**config.mk**
```make
export PLATFORM = sky130hd
export DESIGN_NAME = mux3_bus_arbiter
export DESIGN_NICKNAME = d
export VERILOG_FILES = /design/src/rtl/mux3_bus_arbiter.sv
export SDC_FILE = /design/constraint.sdc
export NUM_CORES = 1
export LEC_CHECK = 0
export BUFFER_PORTS_ARGS = -buffer_cell sky130_fd_sc_hd__clkbuf_2
export CORE_MARGIN = 10
export CORE_UTILIZATION = 55
export DETAILED_ROUTE_END_ITERATION = 12
export PLACE_DENSITY = 0.87
export SLEW_MARGIN = 20
export SYNTH_ARGS = -nofsm -noshare
export SYNTH_HDL_FRONTEND = slang
export SYNTH_SLANG_ARGS = --single-unit
export TNS_END_PERCENT = 1
```
**constraint.sdc**
```tcl
create_clock -name clk -period 6.1 [get_ports clk]
set_input_delay 0 -clock clk [delete_from_list [all_inputs] [get_ports clk]]
set_output_delay 0 -clock clk [all_outputs]
set_load 0.05 [all_outputs]
```
**src/rtl/mux3_bus_arbiter.sv**
```systemverilog
// Round-robin owner arbitration for a shared 32-bit 3:1 datapath mux (CPU, VGA reader, debug port).
// Optional forced release of long tenures is built when ARB_TIMEOUT_EN is defined.
module mux3_bus_arbiter #(
  parameter int MAX_HOLD = 16,
  parameter int CNT_W    = 5
) (
  input  logic       clk,
  input  logic       rst,
  input  logic [2:0] req,
  input  logic [2:0] done,
  output logic [2:0] grant,
  output logic [1:0] sel,
  output logic       busy,
  output logic       timeout
);

  // Handshake: req is a level held for the whole tenure; done is a one-cycle
  // pulse honoured only from the current owner. grant/sel/timeout are registered,
  // so a request is granted at the edge after it is first seen high.

  typedef enum logic {IDLE = 1'b0, OWN = 1'b1} state_t;

  state_t     state, state_n;
  logic [2:0] grant_q, grant_n;
  logic [1:0] sel_q, sel_n;
  logic [1:0] ptr, ptr_n;
  logic [1:0] win, nxt;
  logic [2:0] others;
  logic       natural_rel, forced, rel, load;

  // Index of the first set bit of r when scanning p, p+1, p+2 (mod 3).
  function automatic logic [1:0] rr_pick(input logic [2:0] r, input logic [1:0] p);
    logic [2:0] rot;
    logic [2:0] s;
    case (p)
      2'd1:    rot = {r[0], r[2], r[1]};
      2'd2:    rot = {r[1], r[0], r[2]};
      default: rot = r;
    endcase
    if (rot[0])      s = {1'b0, p};
    else if (rot[1]) s = {1'b0, p} + 3'd1;
    else             s = {1'b0, p} + 3'd2;
    if (s >= 3'd3) s = s - 3'd3;
    return s[1:0];
  endfunction

  function automatic logic [2:0] onehot(input logic [1:0] idx);
    case (idx)
      2'd1:    return 3'b010;
      2'd2:    return 3'b100;
      default: return 3'b001;
    endcase
  endfunction

  assign natural_rel = done[sel_q] | ~req[sel_q];

`ifdef ARB_TIMEOUT_EN
  logic [CNT_W-1:0] cnt;
  logic             timeout_q;

  assign forced = (state == OWN) && (cnt == CNT_W'(MAX_HOLD - 1)) && !natural_rel;

  always_ff @(posedge clk) begin
    if (rst) begin
      cnt       <= '0;
      timeout_q <= 1'b0;
    end else begin
      timeout_q <= forced;
      if (load)
        cnt <= '0;
      else if (state == OWN && !rel && cnt != '1)
        cnt <= cnt + 1'b1;
    end
  end

  assign timeout = timeout_q;
`else
  assign forced  = 1'b0;
  assign timeout = 1'b0;
`endif

  always_comb begin
    state_n = state;
    grant_n = grant_q;
    sel_n   = sel_q;
    ptr_n   = ptr;
    win     = 2'd0;
    nxt     = 2'd0;
    others  = 3'b000;
    rel     = 1'b0;
    load    = 1'b0;
    case (state)
      IDLE: begin
        grant_n = 3'b000;
        if (|req) begin
          win     = rr_pick(req, ptr);
          grant_n = onehot(win);
          sel_n   = win;
          load    = 1'b1;
          state_n = OWN;
        end
      end
      OWN: begin
        rel = natural_rel | forced;
        if (rel) begin
          nxt    = (sel_q == 2'd2) ? 2'd0 : sel_q + 2'd1;
          ptr_n  = nxt;
          // The releasing owner is masked out so it cannot win its own release cycle.
          others = req & ~grant_q;
          if (|others) begin
            win     = rr_pick(others, nxt);
            grant_n = onehot(win);
            sel_n   = win;
            load    = 1'b1;
          end else begin
            grant_n = 3'b000;
            state_n = IDLE;
          end
        end
      end
      default: begin
        grant_n = 3'b000;
        state_n = IDLE;
      end
    endcase
  end

  always_ff @(posedge clk) begin
    if (rst) begin
      state   <= IDLE;
      grant_q <= 3'b000;
      sel_q   <= 2'd0;
      ptr     <= 2'd0;
    end else begin
      state   <= state_n;
      grant_q <= grant_n;
      sel_q   <= sel_n;
      ptr     <= ptr_n;
    end
  end

  assign grant = grant_q;
  assign sel   = sel_q;
  assign busy  = |grant_q;

endmodule

```
==> results list, run 1 <==
- Post-route setup TNS: 0 ns
- Clock Sink Count: 8
- Pin placement for this block handled 15 I/O pins.
- By instance count, the cell type seen most on the critical path is sky130_fd_sc_hd__ha_1.
- Number of instances resized during post-cts repair: 0
- Area share of the largest cell type after synthesis: 20.0%
- For this design the static power due to leakage is 0.355 nW.
- In the final design database the tool counted 122 nets.
- The worst setup path is of the reg -> reg kind.
- Counting every instance in the synthesized netlist gives 96.
* Critical path cell sequence: inv_1 -> ha_1 -> nor2b_1 -> or2_2 -> a31oi_1 -> ha_1 -> a22oi_1 -> a211oi_1
- TritonCTS clock tree: yes
- Layout cells sized above 1: 24.3%
- Critical-path cell with the highest stage delay: sky130_fd_sc_hd__dfxtp_1
- Measured against its own limit, the worst slew margin works out to 61.5%.
* Y dimension of the die: 58.2 um
* Required time of the critical path: 6.24 ns
- Max Clock Skew: 0.0158 ns
* Pins over their slew limit: 0
* Number of global-route vias before repair: 744
- Die area: 3390 um2
- Setup violations remaining at the end of the flow were counted as 0.
* Post-detailed-placement cell area: 846 um2
* Tcrit/Tclk final: 39.2%
* Most used DFF post-synth: sky130_fd_sc_hd__dfxtp_1
* Initial Util: 60.1%
* CTS clock-pin slew for the worst setup and hold paths: 0.06 ns
- Wires add up to 1.87 mm.
- VDD sags by at most 205 uV.
* Total of buffers placed on input and output ports: 13
- Diodes inserted: 0
- Placed cell count: 119
- After synthesis, the mean cell area works out to 8.35 um2.
- Summing all flip-flop and latch instances after layout gives 160 um2.
- First DRT Iteration DRCs: 26
- Clock Root Buffer: sky130_fd_sc_hd__clkbuf_4
* First-pass iteration count of the detailed router: 4
- Clock buffer count from CTS: 3
* Worst hold slack: 0.0418 ns
- Post-layout power: 287 uW
* Proportion of synthesized chip area in sequential cells: 20.0%
- Core Region: 1330 um2
- The count of cells in the finished layout, fillers not included, comes to 122.
- The initial antenna violation count is 0.
- Maximum number of buffers from clock root to sink: 2
- Across the run, the number of max-cap violations was 0.
- Net count after synthesis: 109
- The worst path in the final design needs a cycle of 2.39 ns, including I/O delays and setup.
* Final Core Density: 65.1%
- For this run, design rule violations remaining after detail routing come to 0.
- The filler cells instantiated in the layout total 113.
- Entering global routing, the biggest net connects 12 pins.
* Hold Crit Class: in -> reg
- Vias per Instance: 6.30
- Die boundary width: 58.2 um
* Gr ovfl total: 0
* H-Tree Level Count: 1
- At the later pin of the worst-skew pair, clock insertion delay measures 0.27 ns.
* Largest cells by area after synthesis: sky130_fd_sc_hd__dfxtp_1 20%, sky130_fd_sc_hd__ha_1 7.8%, sky130_fd_sc_hd__nor2b_1 4.7%
- Yosys warning count: 0
* CTS Hold Bufs: 0
- Most frequent cells after synthesis: 8 x sky130_fd_sc_hd__dfxtp_1, 8 x sky130_fd_sc_hd__nor2_1, 7 x sky130_fd_sc_hd__nand2_1
- Power spread over the standard cell area amounts to 330 nW/um2.
* Buffers inserted during post-CTS setup optimization: 0
- Highest achievable clock rate: 0.418 GHz
* Flip-flop and latch count after synthesis: 8
- Type of element capturing the critical path: flip-flop
- Arrival time of the worst setup path: 2.53 ns
- The run finished with clean final reports.
* Placement Rows: 13
- Overall routing resource usage: 11.9%
- Yosys mapped a number of flops with a built-in enable equal to 0.
* Async S/R FF share, synth: 0%
- Antenna Violating Nets Remaining: 0
- The mapped netlist covers 802 um2.
- Setup slack at placement: 3.70 ns
- Compared with the post-synthesis result, the final layout area differs by 8.27%.
- Post-layout worst setup margin: 3.71 ns
* Design Area, Final: 868 um2
- Setup repair after global routing left no endpoint under its margin.
* Final Hold Violating Endpoints: 0
- Transition time at the pin with the least slew margin: 0.569 ns
- Crit path launch type: flip-flop
* Worst path max stage delay: 0.45 ns
* Average wire per standard cell: 15.3 um
- Synth cell types: 47
* Multi-input gate area in the final layout: 579 um2
- In this run the worst path has a maximum fanout of 10.
* Post-synth top area cell: sky130_fd_sc_hd__dfxtp_1
- Detailed placement finished with a half-perimeter wire length of 1.45 mm.
- For this block, the via count after detailed routing is 768.
* Gpl congestion: 0.917
- Global-route wire length before repair: 3.25 mm
## cell families after synthesis
kind of cell	after synthesis	synth area share, %
AOI/OAI and AO/OA	29	32.8
buffers and inverters	11	7.80
other	1	0.468
muxes	1	1.25
adders and majority gates	5	7.80
and+or+nand+nor	41	30.0
DFF	8	20.0
## worst max-delay path: cells and delay by family (launching register included)
family,cells,cell delay (ns)
AO/OA/AOI/OAI,3,0.49
AND/OR/NAND/NOR,2,0.48
adder cells (fa/ha/maj),2,0.71
buffers and inverters,1,0.14
flip-flops,1,0.45
## report_power, final
group | switching [mW] | internal [mW]
clock | 0.0208 | 0.0227
sequential | 0.0178 | 0.0630
combinational | 0.104 | 0.0581
## final timing paths
check | startpoint | to | slack [ns] | cells after the start
min reg2reg | grant[0]$_SDFFE_PP0P_ | grant[0]$_SDFFE_PP0P_ | 0.53 | 2
max | ptr[0]$_SDFFE_PP0P_ | grant[0]$_SDFFE_PP0P_ | 3.71 | 8
min | rst | grant[0]$_SDFFE_PP0P_ | 0.04 | 2
max reg2reg | ptr[0]$_SDFFE_PP0P_ | grant[0]$_SDFFE_PP0P_ | 3.71 | 8
## routing by layer
metal	track usage (%)	routed length, um	vias to the layer above
met2	19.0	846	23
met4	4.03	15	0
met5	0	0	-
met1	13.2	845	350
met3	6.10	165	4
li1	-	-	391
## sequential cells by signal (all words and copies together) (netlist names)
name   count
grant      3
ptr        2
sel        2
state      1
## cells in the final DEF (no fill, tap or decap), drive strengths merged, types with 2 or more instances in the layout
cell type / instances
ha: 5
a22oi: 4
nand3b: 2
or3: 2
nor2: 8
o31ai: 2
a21oi: 2
clkbuf: 16
nand2: 7
dfxtp: 8
a311o: 2
nor4: 3
a31oi: 2
nor3: 3
nor2b: 6
nor4bb: 2
a211oi: 2
inv: 6
o21ai: 3
nand3: 2
## area by class of cell
class	instances	share of cell area, %
multi-input cells	77	66.7
flip-flops and latches	8	18.4
repair buffers	13	7.49
clock buffers	3	2.59
inverters	6	2.59
well taps	15	2.16
(Power assumes the default switching activity.)
==> run 2: changes to the inputs <==
--- a/config.mk
+++ b/config.mk
@@ -5,11 +5,12 @@
 export SDC_FILE = /design/constraint.sdc
 export NUM_CORES = 1
 export LEC_CHECK = 0
+export ABC_AREA = 1
 export BUFFER_PORTS_ARGS = -buffer_cell sky130_fd_sc_hd__clkbuf_2
 export CORE_MARGIN = 10
-export CORE_UTILIZATION = 55
+export CORE_UTILIZATION = 54
 export DETAILED_ROUTE_END_ITERATION = 12
-export PLACE_DENSITY = 0.87
+export PLACE_DENSITY = 0.85
 export SLEW_MARGIN = 20
 export SYNTH_ARGS = -nofsm -noshare
 export SYNTH_HDL_FRONTEND = slang
==> constraint.sdc (replaced) <==
create_clock -name clk -period 2.3 [get_ports clk]
set_input_delay 0 -clock clk [delete_from_list [all_inputs] [get_ports clk]]
set_output_delay 0 -clock clk [all_outputs]
set_load 0.05 [all_outputs]
==> run 2 against run 1 <==
Compared with the run above:
- combinational power grew to 7.3 times the previous value
- count of clock-buffer cells in the layout stayed put
- area after synthesis is 9.7% higher
- utilization is 0.41 points lower
- critical path depth is 5 higher
- critical path type unchanged
- total power grew to 5.5 times the previous value
- largest power group unchanged
- first-iteration DRC count is 15% lower
- die area is 7.6% higher
==> results list, run 2 <==
- Outcome: finished clean
- CTS clock-pin slew for the worst setup and hold paths: 0.05 ns (about the same)
- Initial antenna violation count: 0 (unchanged)
* Final critical delay including setup and external delays: 2.11 ns (-0.279 ns)
- The total wire length after detailed routing came to 2.05 mm (+9.5%).
* I/O pin cnt: 15 (unchanged)
* Highest achievable clock rate: 0.474 GHz (+13%)
- The final setup violation count is 0 (unchanged).
- Overall routing resource usage: 11.4% (-0.48 points)
- The setup slack on the worst flop-to-flop path was 0.19 ns (-3.52 ns).
- In the layout the commonest cells are 39 x sky130_fd_sc_hd__nand2_1, 18 x sky130_fd_sc_hd__inv_1, 15 x sky130_fd_sc_hd__nand3_1.
- The number of antenna-violating nets in the routed design came to 0 (unchanged).
- Cell Pwr Density: 1590 nW/um2 (+380%)
- The startpoint identified for the worst register-to-register timing path is ptr[0]$_SDFFE_PP0P_.
- The number of warnings issued by yosys came to 0 (unchanged).
- VDD IR max: 740 uV (+260%)
* Buffers inserted during post-CTS setup optimization: 0 (unchanged)
- Post-Synthesis Cell Area: 880 um2 (+9.7%)
- Final Core Density: 64.7% (-0.41 points)
* Global-route wire length before repair: 3.35 mm (+3.2%)
- The number of flip-flops in the largest register came to 3 (unchanged).
* Clock Root Buffer: sky130_fd_sc_hd__clkbuf_4
* Gr ovfl total: 0 (unchanged)
* Depth of the worst hold-timing path: 4 (+2)
- Required time of the critical path: 2.43 ns (-3.81 ns)
* Clock network latency to the later pin of the worst-skew pair: 0.25 ns (-0.02 ns)
- The number of fill cells is 135 (+19%).
- Ranked by total cell area, the synthesized netlist is headed by sky130_fd_sc_hd__dfxtp_1 18%, sky130_fd_sc_hd__nand2_1 17%, sky130_fd_sc_hd__nand2_2 8.5%.
- The endpoint identified for the worst register-to-register timing path is grant[0]$_SDFFE_PP0P_.
- Launch point of the worst path: ptr[0]$_SDFFE_PP0P_
* Layout cells sized above 1: 30.4% (+6.1 points)
* Total number of nets in the final design: 173 (+42%)
* Post-detailed-placement cell area: 950 um2 (+12%)
- Hold Crit Class: in -> reg
- The summed area of non-filler cells in the final layout is 986 um2 (+14%).
* Total of buffers placed on input and output ports: 13 (unchanged)
- Worst-path fanout max: 5 (-5)
- Number of global-route vias before repair: 851 (+14%)
- Min-Delay Startpoint: done[0]
* Most used DFF post-synth: sky130_fd_sc_hd__dfxtp_1
- Total via count in the routed design: 940 (+22%)
- The leakage power summed over all cells was 0.535 nW (+51%).
- Diodes inserted: 0 (unchanged)
* Setup slack at placement: 0.123 ns (-3.58 ns)
* Average wire per standard cell: 11.8 um (-23%)
- The number of DRC violations after detailed routing came to 0 (unchanged).
- The path with the worst hold slack has its endpoint at state$_SDFF_PP0_.
- Synthesized area divided by synthesized cell count: 6.15 um2 (-26%)
* Die area: 3640 um2 (+7.6%)
- Number of flops mapped to enable cells by yosys: 0 (unchanged)
* Type of element capturing the critical path: flip-flop
- The setup path with the least slack is of type reg -> reg.
- Clock Sink Count: 8 (unchanged)
- The number of vias per cell was 5.40 (-14%).
* Y dimension of the die: 60.4 um (+3.7%)
- The share of async-settable or async-resettable flops after synthesis is 0% (unchanged).
- Crit path launch type: flip-flop
- Synth cell types: 26 (-45%)
- Initial Util: 57.7% (-2.4 points)
- Max Clock Skew: 0.00136 ns (-0.0145 ns)
- Max-cap violation count: 0 (unchanged)
* Worst hold slack: 0.136 ns (+0.0938 ns)
- The portion of synthesized cell area occupied by the leading cell type was 18.2% (-1.8 points).
* Final Hold Violating Endpoints: 0 (unchanged)
* First-pass iteration count of the detailed router: 4 (unchanged)
- The endpoint arrival time on the critical path is 2.24 ns (-0.29 ns).
* Flip-flop and latch count after synthesis: 8 (unchanged)
- Net count after synthesis: 156 (+43%)
- Tcrit/Tclk final: 91.8% (+53 points)
* TritonCTS clock tree: yes
- H-Tree Level Count: 1 (unchanged)
- Post-layout worst setup margin: 0.190 ns (-3.52 ns)
- The number of buffers created by CTS came to 3 (unchanged).
* Maximum number of buffers from clock root to sink: 2 (unchanged)
- The violation count after the first detailed-routing iteration is 22 (-15%).
- Proportion of synthesized chip area in sequential cells: 18.2% (-1.8 points)
* Core Region: 1520 um2 (+14%)
- The library cell used most frequently in the layout, excluding fill and tap cells, is sky130_fd_sc_hd__nand2_1.
- Most frequent cells after synthesis: 40 x sky130_fd_sc_hd__nand2_1, 18 x sky130_fd_sc_hd__inv_1, 15 x sky130_fd_sc_hd__nand3_1
- The HPWL after detailed placement came to 1.70 mm (+17%).
- The last weighted congestion value of the routability-driven placer is 0.881 (-4.0%).
- Post-synth top area cell: sky130_fd_sc_hd__dfxtp_1
* Gate count after technology mapping: 143 (+49%)
- The number of cell rows is 14 (+1).
- sky130_fd_sc_hd__nand2_1 is the most common cell in the netlist.
- The pin count of the biggest net entering global routing is 10 (-2).
* Layout overhead on the synthesized area: 12.1%
- Die boundary width: 60.4 um (+3.7%)
* Worst Reg-to-Reg Cells: 13 (+5)
- The final number of max-transition violations came to 0 (unchanged).
[run 2: cell types whose count changed after synthesis, moves of 6 or more]
cell | before | now
sky130_fd_sc_hd__inv_2 | 0 | 6
sky130_fd_sc_hd__nand2_1 | 7 | 40
sky130_fd_sc_hd__nand3_1 | 2 | 15
sky130_fd_sc_hd__inv_1 | 6 | 18
sky130_fd_sc_hd__nand2_2 | 0 | 12
sky130_fd_sc_hd__nor2b_1 | 6 | 0
[run 2: kinds of logic after synthesis]
family          Yosys count  share of synthesized area, %
buf+inv                  26                          11.9
simple gates             81                          45.7
flops                     8                          18.2
compound gates           22                          16.6
other cells               1                         0.426
fa+ha+maj                 5                          7.11
[run 2: worst max path at each step]
stage	to	slack, ns	depth (start not counted)
final	grant[0]$_SDFFE_PP0P_	0.19	13
after global routing	grant[0]$_SDFFE_PP0P_	-0.01	13
after CTS	grant[0]$_SDFFE_PP0P_	0.10	13
after detailed placement	grant[0]$_SDFFE_PP0P_	0.12	13
after global placement	grant[0]$_SDFFE_PP0P_	0.21	13
after floorplan	grant[0]$_SDFFE_PP0P_	0.29	13
[run 2: through the flow]
step | power [mW] | TNS, ns | instances
5_1_grt | 1.75 | -0.0118 | 174
3_5_place_dp | 1.45 | 0 | 170
6_report | 1.57 | 0 | 174
2_1_floorplan | 1.24 | 0 | 143
4_1_cts | 1.57 | 0 | 174
3_3_place_gp | 1.42 | 0 | 170
[run 2: worst max-delay path, stage by stage (launching register included)]
cell,delay [ns]
sky130_fd_sc_hd__dfxtp_2,0.35
sky130_fd_sc_hd__inv_1,0.07
sky130_fd_sc_hd__ha_1,0.34
sky130_fd_sc_hd__inv_1,0.12
sky130_fd_sc_hd__nand3_1,0.10
sky130_fd_sc_hd__nand2_2,0.12
sky130_fd_sc_hd__nand3_1,0.14
sky130_fd_sc_hd__nand2_2,0.11
sky130_fd_sc_hd__nand3_1,0.07
sky130_fd_sc_hd__nand2_1,0.11
sky130_fd_sc_hd__inv_1,0.06
sky130_fd_sc_hd__ha_1,0.28
sky130_fd_sc_hd__nand2_1,0.06
sky130_fd_sc_hd__a31oi_1,0.07
[run 2: final cells by class]
class                           count  area (um2)  area share [%]
Clock buffer                        3        22.5            2.28
Inverter                           24        90.1            9.14
Multi-Input combinational cell    109         617            62.6
Sequential cell                     8         161            16.4
Tap cell                           16        20.0            2.03
Timing Repair Buffer               14        75.1            7.61
[run 2: power by group]
group          leakage [nW]  switching (mW)  internal (mW)
Combinational         0.455           0.804          0.382
Clock                0.0138          0.0434         0.0594
Sequential           0.0665          0.0843          0.194
[run 2: metal layers]
layer  share of wire (%)  vias up  track usage, %
met5                   0        -               0
met4                 1.1        0            3.85
met3                 6.1        2            2.92
met2                  46       16            19.1
met1                  47      432            13.7
li1                    -      490               -
[run 2: timing repair]
action                                 in CTS  in global routing
setup endpoints to repair                   0                  2
hold buffers                                1                  0
endpoints found under the hold margin       1                  0
gates resized for setup                     0                  2
==> run 3: changes to the inputs <==
--- a/config.mk
+++ b/config.mk
@@ -7,7 +7,6 @@
 export LEC_CHECK = 0
 export ABC_AREA = 1
 export BUFFER_PORTS_ARGS = -buffer_cell sky130_fd_sc_hd__clkbuf_2
-export CORE_MARGIN = 10
 export CORE_UTILIZATION = 54
 export DETAILED_ROUTE_END_ITERATION = 12
 export PLACE_DENSITY = 0.85
==> run 3 against run 2 <==
Compared with the run above:
- total power about the same
- via count shrank 0.21%
- critical path depth is the same
- worst setup slack gained 0.014 ns
- fmax grew 0.68%
- critical endpoint unchanged
- sequential power rose by 1%
- sequential cell count stayed put
==> results list, run 3 (same netlist as run 2, synthesis figures left out) <==
* Initial Util: 58.4% (+0.67 points)
- The wire length of the first global-routing pass is 3.24 mm (-3.5%).
- The critical path required time was 2.47 ns (+0.04 ns).
* Drc violations: 0 (unchanged)
- The net switching component of the power came to 932 uW (about the same).
- STA classifies the critical path endpoint as a flip-flop.
- Y dimension of the die: 42.4 um (-30%)
- The worst setup path is launched from a flip-flop.
* VDD IR max: 844 uV (+14%)
- The library cell used most frequently in the layout, excluding fill and tap cells, is sky130_fd_sc_hd__nand2_1.
- Wirelength, routed: 1.95 mm (-4.8%)
- The number of vias per cell came to 5.39 (-0.21%).
- The flow ran to the end, and the final reports show no timing, DRC or antenna violations.
* Worst-path fanout max: 5 (unchanged)
* Cell Pwr Density: 1590 nW/um2 (about the same)
* Total setup violations reported at the end of the flow: 0 (unchanged)
- The setup slack after placement was 0.0923 ns (-0.0311 ns).
* RSZ-0062 raised after global routing: no
- The relative contribution of the clock network to total power is 6.4% (-0.2 points).
* Post-layout worst setup margin: 0.204 ns (+0.0142 ns)
* Clock Root Buffer: sky130_fd_sc_hd__clkbuf_4
- Placement Rows: 14 (unchanged)
- The summed area of non-filler cells in the final layout was 986 um2 (unchanged).
- Max Clock Skew: 0.000358 ns (-0.00100 ns)
- Gr ovfl total: 0 (unchanged)
- The signal on the critical path passes through inv_1 -> ha_1 -> inv_2 -> nand3_1 -> nand2_2 -> o211ai_1 -> nand2_1 -> nand3_1 -> nand2_1 -> inv_1 -> ha_1 -> nand2_1 -> a31oi_1.
- Average wire per standard cell: 11.2 um (-4.8%)
- Layout overhead on the synthesized area: 12.1% (unchanged)
* Buffers inserted during post-CTS setup optimization: 0 (unchanged)
- Total number of nets in the final design: 173 (unchanged)
- The HPWL after detailed placement came to 1.60 mm (-5.4%).
- Pins over their slew limit: 0 (unchanged)
- The number of buffers created by CTS is 3 (unchanged).
- Total of buffers placed on input and output ports: 13 (unchanged)
- The area of the die came to 1790 um2 (-51%).
- The overall global routing resource usage is 23.9% (+13 points).
- The total number of H-tree levels was 1 (unchanged).
- The number of sinks driven by the clock tree is 8 (unchanged).
- Max-cap violation count: 0 (unchanged)
* Antenna Violating Nets Remaining: 0 (unchanged)
- The number of fill cells came to 146 (+8.1%).
- Max reg flops: 3 (unchanged)
- Final critical delay including setup and external delays: 2.10 ns (-0.0142 ns)
- The highest clock frequency the design can meet came to 0.477 GHz (+0.68%).
- In the layout the commonest cells are 39 x sky130_fd_sc_hd__nand2_1, 17 x sky130_fd_sc_hd__inv_1, 15 x sky130_fd_sc_hd__nand3_1.
- Combinational group share of total power: 75.6% (about the same)
- Post-detailed-placement cell area: 950 um2 (unchanged)
* Clock network latency to the later pin of the worst-skew pair: 0.25 ns (about the same)
* Layout cells sized above 1: 31.0% (+0.63 points)
- Number of global-route vias before repair: 824 (-3.2%)
- Die boundary width: 42.4 um (-30%)
* CTS clock-pin slew for the worst setup and hold paths: 0.05 ns (about the same)
* Worst path max stage delay: 0.36 ns (about the same)
* Maximum number of buffers from clock root to sink: 2 (unchanged)
- The violation count after the first detailed-routing iteration is 31 (+41%).
- Tcrit/Tclk final: 91.1% (-0.62 points)
- Internal power summed over all cells: 635 uW (-0.10%)
- TritonCTS clock tree: yes
* Hold Crit Class: in -> reg
- Sw Share: 59.5% (about the same)
* Share of total power in sequential cells: 18.0% (+0.2 points)
* Kind of critical path: reg -> reg
- The total iterations of the first detailed-routing run was 4 (unchanged).
- Most used cell along the critical path: sky130_fd_sc_hd__nand2_1
- Initial antenna violation count: 0 (unchanged)
- Diodes inserted: 0 (unchanged)
* Final Hold Violating Endpoints: 0 (unchanged)
- Arrival time of the worst setup path: 2.27 ns (+0.03 ns)
- The number of top-level pins came to 15 (unchanged).
- Leakage dissipation: 0.533 nW (-0.32%)
- Post-route setup TNS: 0 ns (unchanged)
* Core Region: 1510 um2 (-1.1%)
- Gpl congestion: 0.855 (-2.9%)
- Critical-path cell with the highest stage delay: sky130_fd_sc_hd__dfxtp_2
- Total via count in the routed design: 938 (-0.21%)
* Maximum number of pins on one net before global-route repair: 10 (unchanged)
run 3: cell counts in the layout (fill, tap and decap cells not counted):
Identical to the previous run, type by type.
run 3: power by group through the flow:
stage / clock [mW] / sequential, mW / combinational, mW
global placement: 0 / 0.277 / 1.14
finish: 0.101 / 0.282 / 1.18
detailed placement: 0 / 0.281 / 1.17
floorplan: 0 / 0.371 / 0.871
global route: 0.111 / 0.289 / 1.32
CTS: 0.108 / 0.278 / 1.17
run 3: area by class of cell:
| type | count | area [um2] | area share (%) |
|---|---|---|---|
| flip-flops and latches | 8 | 161 | 16.4 |
| repair buffers | 14 | 75.1 | 7.61 |
| clock buffers | 3 | 22.5 | 2.28 |
| inverters | 24 | 90.1 | 9.14 |
| multi-input cells | 109 | 617 | 62.6 |
| well taps | 16 | 20.0 | 2.03 |
run 3: layer usage:
layer | vias up | wire, um | track usage (%) | part of all wire [%]
met1 | 410 | 870 | 31.8 | 45
met2 | 33 | 918 | 35.7 | 47
met4 | 0 | 65 | 17.5 | 3.3
li1 | 489 | - | - | -
met5 | - | 0 | 0 | 0
met3 | 6 | 97 | 2.16 | 5.0
run 3: per-stage QoR:
step	total power [mW]	cells	hold WS, ns	util (%)
floorplan	1.24	143	0.0694	-
global placement	1.41	170	0.199	63.0
detailed placement	1.45	170	0.199	63.0
CTS	1.56	174	0.116	65.2
global route	1.72	174	0.153	65.4
finish	1.57	174	0.128	65.4
run 3: critical path, delay by kind of cell, from the launching register on:
kind | cells | cell delay (ns)
fa+ha+maj | 2 | 0.61
buf+inv | 3 | 0.23
compound gates | 2 | 0.28
flops | 1 | 0.36
simple gates | 6 | 0.54
run 3: final timing paths:
kind | start | end | slack (ns) | cells after the start
worst max-delay path | ptr[0]$_SDFFE_PP0P_ | grant[0]$_SDFFE_PP0P_ | 0.20 | 13
worst min register to register | ptr[0]$_SDFFE_PP0P_ | ptr[0]$_SDFFE_PP0P_ | 0.54 | 2
worst min-delay path | done[0] | state$_SDFF_PP0_ | 0.13 | 4
worst max register to register | ptr[0]$_SDFFE_PP0P_ | grant[0]$_SDFFE_PP0P_ | 0.20 | 13
run 3: timing repair:
item,CTS,global route
gates resized for setup,0,3
hold buffers,1,0
endpoints found under the setup margin,0,2
endpoints found under the hold margin,1,0
